===== src/rtl/pipe_ctrl_pkg.sv =====
// Shared definitions for the pipeline hazard/stall controller:
// FSM state encoding, register-zero constant, default memory latency
// and the load-use detection helper.
package pipe_ctrl_pkg;

  typedef enum logic [1:0] {
    ST_RUN      = 2'd0,
    ST_MEM_WAIT = 2'd1
  } state_e;

  localparam logic [4:0] REG_ZERO    = 5'd0;
  localparam int         MEM_LAT_DEF = 1;

  // A load in ID/EX whose destination is read by the instruction in IF/ID.
  // Writes to $zero never create a dependency.
  function automatic logic load_use(
    input logic       memread,
    input logic [4:0] idex_rt,
    input logic [4:0] ifid_rs,
    input logic [4:0] ifid_rt
  );
    return memread && (idex_rt != REG_ZERO) &&
           ((idex_rt == ifid_rs) || (idex_rt == ifid_rt));
  endfunction

endpackage


===== src/rtl/hazard_ctrl_if.sv =====
// Pipeline-side bundle of the hazard controller: register fields and
// stage status flowing in, write/flush/bubble controls flowing out.
interface hazard_ctrl_if;

  logic [4:0] ifid_rs_i;
  logic [4:0] ifid_rt_i;
  logic       idex_memread_i;
  logic [4:0] idex_rt_i;
  logic       branch_taken_i;
  logic       exmem_memacc_i;

  logic       pc_write_o;
  logic       ifid_write_o;
  logic       ifid_flush_o;
  logic       idex_write_o;
  logic       idex_bubble_o;
  logic       exmem_write_o;
  logic       memwb_bubble_o;

  // Pipeline datapath side: supplies status, consumes controls.
  modport master (
    output ifid_rs_i, ifid_rt_i, idex_memread_i, idex_rt_i,
           branch_taken_i, exmem_memacc_i,
    input  pc_write_o, ifid_write_o, ifid_flush_o, idex_write_o,
           idex_bubble_o, exmem_write_o, memwb_bubble_o
  );

  // Hazard controller side.
  modport slave (
    input  ifid_rs_i, ifid_rt_i, idex_memread_i, idex_rt_i,
           branch_taken_i, exmem_memacc_i,
    output pc_write_o, ifid_write_o, ifid_flush_o, idex_write_o,
           idex_bubble_o, exmem_write_o, memwb_bubble_o
  );

endinterface


===== src/rtl/sat_counter.sv =====
// Increment-enable counter that sticks at all-ones instead of wrapping.
module sat_counter #(
  parameter int W = 16
) (
  input  logic         clk_i,
  input  logic         rst_i,
  input  logic         inc_i,
  output logic [W-1:0] cnt_o
);

  logic [W-1:0] cnt_q;
  logic [W-1:0] cnt_d;

  // Next count: step by one when enabled unless already saturated.
  always_comb begin
    cnt_d = cnt_q;
    if (inc_i && (cnt_q != {W{1'b1}})) begin
      cnt_d = cnt_q + W'(1);
    end else begin
      cnt_d = cnt_q;
    end
  end

  // Count register, cleared immediately by reset.
  always_ff @(posedge clk_i or posedge rst_i) begin
    if (rst_i) begin
      cnt_q <= {W{1'b0}};
    end else begin
      cnt_q <= cnt_d;
    end
  end

  assign cnt_o = cnt_q;

endmodule


===== src/rtl/hazard_ctrl.sv =====
// Pipeline hazard and stall controller for the 5-stage MIPS pipeline.
// Mealy control decode from the FSM state and pipeline status: load-use
// stalls, taken-branch flushes and fixed-latency data-memory freezes,
// plus saturating stall/flush performance counters.
module hazard_ctrl
  import pipe_ctrl_pkg::*;
#(
  parameter int MEM_LAT = MEM_LAT_DEF,
  parameter int CNT_W   = 16
) (
  input  logic             clk_i,
  input  logic             rst_i,
  hazard_ctrl_if.slave     hz,
  output logic [1:0]       state_o,
  output logic [CNT_W-1:0] stall_cnt_o,
  output logic [CNT_W-1:0] flush_cnt_o
);

  // The access cycle itself plus wait_cnt+1 MEM_WAIT cycles (the last one
  // releasing) yields exactly MEM_LAT-1 frozen cycles.
  localparam logic       MEM_STALL_EN = (MEM_LAT > 1);
  localparam int         WAIT_INIT    = (MEM_LAT > 1) ? (MEM_LAT - 2) : 0;
  localparam logic [3:0] WAIT_LOAD    = 4'(WAIT_INIT);

  state_e     state_q;
  state_e     state_d;
  logic [3:0] wait_q;
  logic [3:0] wait_d;
  logic       freeze_s;
  logic       rules_s;
  logic       lu_s;

  assign lu_s = load_use(hz.idex_memread_i, hz.idex_rt_i,
                         hz.ifid_rs_i, hz.ifid_rt_i);

  // Next-state and wait-count logic; selects freeze or hazard-rule mode.
  always_comb begin
    state_d  = state_q;
    wait_d   = wait_q;
    freeze_s = 1'b0;
    rules_s  = 1'b0;
    case (state_q)
      ST_RUN: begin
        if (MEM_STALL_EN && hz.exmem_memacc_i) begin
          freeze_s = 1'b1;
          wait_d   = WAIT_LOAD;
          state_d  = ST_MEM_WAIT;
        end else begin
          rules_s  = 1'b1;
        end
      end
      ST_MEM_WAIT: begin
        if (wait_q != 4'd0) begin
          freeze_s = 1'b1;
          wait_d   = wait_q - 4'd1;
        end else begin
          // Release cycle: the access completes, memacc is not re-examined.
          rules_s  = 1'b1;
          state_d  = ST_RUN;
        end
      end
      default: begin
        state_d = ST_RUN;
        wait_d  = 4'd0;
      end
    endcase
  end

  // Control output decode; reset forces pass-through, freeze beats
  // load-use, and load-use beats a taken branch.
  always_comb begin
    hz.pc_write_o     = 1'b1;
    hz.ifid_write_o   = 1'b1;
    hz.ifid_flush_o   = 1'b0;
    hz.idex_write_o   = 1'b1;
    hz.idex_bubble_o  = 1'b0;
    hz.exmem_write_o  = 1'b1;
    hz.memwb_bubble_o = 1'b0;
    if (rst_i) begin
      hz.pc_write_o = 1'b1;
    end else if (freeze_s) begin
      hz.pc_write_o     = 1'b0;
      hz.ifid_write_o   = 1'b0;
      hz.idex_write_o   = 1'b0;
      hz.exmem_write_o  = 1'b0;
      hz.memwb_bubble_o = 1'b1;
    end else if (rules_s && lu_s) begin
      hz.pc_write_o    = 1'b0;
      hz.ifid_write_o  = 1'b0;
      hz.idex_bubble_o = 1'b1;
    end else if (rules_s && hz.branch_taken_i) begin
      hz.ifid_flush_o = 1'b1;
    end else begin
      hz.pc_write_o = 1'b1;
    end
  end

  // FSM state and memory wait counter, cleared immediately by reset.
  always_ff @(posedge clk_i or posedge rst_i) begin
    if (rst_i) begin
      state_q <= ST_RUN;
      wait_q  <= 4'd0;
    end else begin
      state_q <= state_d;
      wait_q  <= wait_d;
    end
  end

  assign state_o = state_q;

  sat_counter #(.W(CNT_W)) u_stall_cnt (
    .clk_i (clk_i),
    .rst_i (rst_i),
    .inc_i (~hz.pc_write_o),
    .cnt_o (stall_cnt_o)
  );

  sat_counter #(.W(CNT_W)) u_flush_cnt (
    .clk_i (clk_i),
    .rst_i (rst_i),
    .inc_i (hz.ifid_flush_o),
    .cnt_o (flush_cnt_o)
  );

endmodule


===== src/flat_wrapper.sv =====
// flat-port wrapper written by rule: the top's interface ports become plain ports
module hazard_ctrl_flat import pipe_ctrl_pkg::*;
#(
  parameter int MEM_LAT = MEM_LAT_DEF,
  parameter int CNT_W   = 16
)
  (clk_i, rst_i, state_o, stall_cnt_o, flush_cnt_o, hz_ifid_rs_i, hz_ifid_rt_i, hz_idex_memread_i, hz_idex_rt_i, hz_branch_taken_i, hz_exmem_memacc_i, hz_pc_write_o, hz_ifid_write_o, hz_ifid_flush_o, hz_idex_write_o, hz_idex_bubble_o, hz_exmem_write_o, hz_memwb_bubble_o);
  hazard_ctrl_if hz_i ();
  input  logic clk_i;
  input  logic rst_i;
  output logic [1:0] state_o;
  output logic [CNT_W-1:0] stall_cnt_o;
  output logic [CNT_W-1:0] flush_cnt_o;
  input wire logic [$bits(hz_i.ifid_rs_i)-1:0] hz_ifid_rs_i;
  input wire logic [$bits(hz_i.ifid_rt_i)-1:0] hz_ifid_rt_i;
  input wire logic [$bits(hz_i.idex_memread_i)-1:0] hz_idex_memread_i;
  input wire logic [$bits(hz_i.idex_rt_i)-1:0] hz_idex_rt_i;
  input wire logic [$bits(hz_i.branch_taken_i)-1:0] hz_branch_taken_i;
  input wire logic [$bits(hz_i.exmem_memacc_i)-1:0] hz_exmem_memacc_i;
  output wire logic [$bits(hz_i.pc_write_o)-1:0] hz_pc_write_o;
  output wire logic [$bits(hz_i.ifid_write_o)-1:0] hz_ifid_write_o;
  output wire logic [$bits(hz_i.ifid_flush_o)-1:0] hz_ifid_flush_o;
  output wire logic [$bits(hz_i.idex_write_o)-1:0] hz_idex_write_o;
  output wire logic [$bits(hz_i.idex_bubble_o)-1:0] hz_idex_bubble_o;
  output wire logic [$bits(hz_i.exmem_write_o)-1:0] hz_exmem_write_o;
  output wire logic [$bits(hz_i.memwb_bubble_o)-1:0] hz_memwb_bubble_o;
  assign hz_i.ifid_rs_i = hz_ifid_rs_i;
  assign hz_i.ifid_rt_i = hz_ifid_rt_i;
  assign hz_i.idex_memread_i = hz_idex_memread_i;
  assign hz_i.idex_rt_i = hz_idex_rt_i;
  assign hz_i.branch_taken_i = hz_branch_taken_i;
  assign hz_i.exmem_memacc_i = hz_exmem_memacc_i;
  assign hz_pc_write_o = hz_i.pc_write_o;
  assign hz_ifid_write_o = hz_i.ifid_write_o;
  assign hz_ifid_flush_o = hz_i.ifid_flush_o;
  assign hz_idex_write_o = hz_i.idex_write_o;
  assign hz_idex_bubble_o = hz_i.idex_bubble_o;
  assign hz_exmem_write_o = hz_i.exmem_write_o;
  assign hz_memwb_bubble_o = hz_i.memwb_bubble_o;
  hazard_ctrl #(.MEM_LAT(MEM_LAT), .CNT_W(CNT_W)) u_core (.clk_i(clk_i), .rst_i(rst_i), .hz(hz_i), .state_o(state_o), .stall_cnt_o(stall_cnt_o), .flush_cnt_o(flush_cnt_o));
endmodule

===== config.mk =====
export PLATFORM = sky130hd
export DESIGN_NAME = hazard_ctrl_flat
export DESIGN_NICKNAME = d
export VERILOG_FILES = /design/src/rtl/pipe_ctrl_pkg.sv /design/src/rtl/hazard_ctrl_if.sv /design/src/rtl/sat_counter.sv /design/src/rtl/hazard_ctrl.sv /design/src/flat_wrapper.sv
export SDC_FILE = /design/constraint.sdc
export NUM_CORES = 1
export LEC_CHECK = 0
export ABC_AREA = 1
export CAP_MARGIN = 5
export CORE_UTILIZATION = 50
export CTS_CLUSTER_DIAMETER = 30
export CTS_CLUSTER_SIZE = 25
export DETAILED_ROUTE_END_ITERATION = 8
export PLACE_DENSITY = 0.82
export SLEW_MARGIN = 10
export SYNTH_ARGS = -nofsm -noshare
export SYNTH_HDL_FRONTEND = slang
export SYNTH_SLANG_ARGS = --single-unit

===== constraint.sdc =====
create_clock -name clk_i -period 3.2 [get_ports clk_i]
set_input_delay 0.48 -clock clk_i [delete_from_list [all_inputs] [get_ports clk_i]]
set_output_delay 0.48 -clock clk_i [all_outputs]
set_load 0.05 [all_outputs]

==> results.md <==
- Fin crit share: 75.3%
- Avg WL per Cell: 11.7 microns
- Crit path launch type: input pin
- Syn_area_per_cell: 6.93 sq um
- TritonCTS Buffers: 5
- Overall Global Routing Usage: 22.5%
- Hold buffer count at CTS: 0
- Setup repair bufs after CTS: 0
- Clock sink count: 32
- Post-synth top flop: dfrtp_1
- CTS resizes: 0
- Syn Inst Count: 336
- Die footprint: 0.00493 sq mm
- Cell Rows: 24
- GR Layer Usage met1: 25.7%
- Final RePlAce weighted congestion: 0.802
- RSZ-0062 raised after global routing: false
- Worst EP arrival: 1.93 ns
- Mapped Area: 0.00233 sq mm
- Nets: 413
- Required time of the critical path: 2.72 ns
- Cell Area, Placed: 0.00289 sq mm
- Port Buffers: 54
- Max VDD drop: 0.000359 V
- Sum Neg Setup Slack: 0 ns
- Register area share after synthesis: 34.4%
- Most common cell after layout, fill and taps aside: nand2_1
- Final ANT Viol Nets: 0
- Slew @ Worst Pin: 0.517 ns
- CP Capture Type: output pin
- Post-synth EDFFs: 0
- Synthesis-to-layout area growth: 27.5%
- # setup viols final: 0
- Synth Register Bits: 32
- Met2 usage in global routing: 41.9%
- DRT Pass-1 Iters: 4
- Worst Skew: 0.00361 ns
- Power Density: 400 mW/mm^2
- Vias in the first global route: 2169
- Final count of hold timing violations: 0
- Leak pwr: 1.57 nW
- Most frequent cells in the layout: nand2_1 (135), clkdlybuf4s50_1 (50), inv_1 (39)
- 1st-iter DRT viols: 111
- Grt met3 use: 4.04%
- CP Cell Sequence: clkdlybuf4s50_1 -> inv_2 -> nand2_1 -> nand2_1 -> nor2_1 -> nand3_1 -> nand2_2 -> nand3_2 -> inv_1 -> buf_12
- I/O pins: 61
- H-tree Lvls: 2
- GRT overflow: 0
- Post-DP HPWL: 3850 microns
- Share of cells above drive strength 1: 8.44%
- Clock Tree Buf Depth: 2
- Initial antenna violation count: 0
- Initial core utilization: 52.7%
- Layout Cells excl Fill: 443
- Multi-input logic area: 0.00127 sq mm
- WL final: 5190 microns
- Final Max Tran Viols: 0
- Fillers: 393
- Distinct cells, synth: 26
- Die H: 70.2 microns
- Critical Path Max Stage Delay: 0.55 ns
- Gr busiest metal: met2
- Status: finished clean
- Skew-Pair Late Insertion Delay: 0.28 ns
- Die width: 70.2 microns
- Root Driver: clkbuf_8
- # DRC: 0
- Max cap viols: 0
- Via count: 2206
- CP Max Fanout: 4
- Max Clock Freq: 0.415 GHz
- Placed insts: 436
- CORE AREA: 0.00441 sq mm
- CTS tree: done
- Register Area: 801 sq um
- Avg Vias per Cell: 4.98
- Largest net degree at the start of global routing: 20
- WS Path Type: in -> out
- Ys async rst share: 100%
- Syn. warnings: 0
- CP max stage cell: clkdlybuf4s50_1
- Final min period: 2.41 ns
- Max-slew headroom: 65.4%
- First-pass GRT wire length: 9030 microns
- Most frequent CP cell: nand2_1
- CTS clk-pin slew, worst paths: 0.06 ns
- # diodes: 0
- Fin area: 0.00297 sq mm
- Tightest Hold Check Type: reg -> reg
per-stage QoR:
stage | power (mW) | setup WS [ns] | hold slack (ns) | util (%)
global placement | 0.895 | 0.805 | 0.513 | 65.5
finish | 1.19 | 0.790 | 0.534 | 67.2
floorplan | 0.771 | 0.439 | 0.644 | -
global route | 1.25 | 0.613 | 0.573 | 67.2
CTS | 1.20 | 0.776 | 0.538 | 67.2
detailed placement | 0.902 | 0.781 | 0.519 | 65.5
power breakdown:
group	internal (mW)	switching, mW
Sequential	0.443	0.0513
Combinational	0.142	0.259
Clock	0.148	0.144
Total	0.733	0.455
layer usage:
metal | routed length [microns] | up-vias
li1 | - | 1142
met1 | 2240 | 997
met3 | 194 | 11
met5 | 0 | -
met4 | 69 | 0
met2 | 2690 | 56
path summary, 6_finish.rpt:
check                                                              from                                       end  slack [ns]  depth (start not counted)
worst max-delay path                                    hz_idex_rt_i[4]                          hz_idex_bubble_o        0.79                         10
worst min-delay path            u_core.u_flush_cnt.cnt_o[1]$_DFFE_PP0P_   u_core.u_flush_cnt.cnt_o[1]$_DFFE_PP0P_        0.53                          2
worst max register to register  u_core.u_flush_cnt.cnt_o[0]$_DFFE_PP0P_  u_core.u_flush_cnt.cnt_o[13]$_DFFE_PP0P_        1.35                          9
worst min register to register  u_core.u_flush_cnt.cnt_o[1]$_DFFE_PP0P_   u_core.u_flush_cnt.cnt_o[1]$_DFFE_PP0P_        0.53                          2
max in group asynchronous                                         rst_i   u_core.u_stall_cnt.cnt_o[2]$_DFFE_PP0P_        2.35                          3
min in group asynchronous                                         rst_i  u_core.u_flush_cnt.cnt_o[13]$_DFFE_PP0P_        0.63                          3
final cells by class:
type	instances	share of cell area, %
clock buffers	6	2.45
repair buffers	58	19.7
well taps	52	2.19
clock inverters	1	0.169
inverters	44	5.56
multi-input cells	250	42.9
flip-flops and latches	32	27.0
Yosys cell counts, types with 5 or more instances:
master,instances,area share [%]
xor2_1,13,4.9
xnor2_1,11,4.1
nor2_1,26,4.2
inv_2,5,0.81
nand3_1,13,2.8
nand4_1,20,5.4
nor3_1,6,1.3
dfrtp_1,32,34
nand2_1,135,22
buf_4,7,2.3
inv_1,39,6.3
cells by family (layout without fill, tap and decap cells):
| family | count (synthesis) | in the layout | synth area share, % |
|---|---|---|---|
| other cells | 2 | 5 | 0.323 |
| compound gates | 4 | 4 | 0.859 |
| simple gates | 215 | 215 | 42.9 |
| xor+xnor | 24 | 24 | 9.03 |
| buf+inv | 57 | 109 | 11.4 |
| flops | 32 | 32 | 34.4 |
| fa+ha+maj | 2 | 2 | 1.07 |
critical path: cells and delay by family:
kind | cells | cell delay, ns
buf+inv | 4 | 0.86
simple gates | 6 | 0.60
registers in the layout (all words and copies together), names as in the netlist:
signal / flops
u_core.u_stall_cnt.cnt_o: 16
u_core.u_flush_cnt.cnt_o: 16
Note: power is estimated with default switching activity, not from simulation.
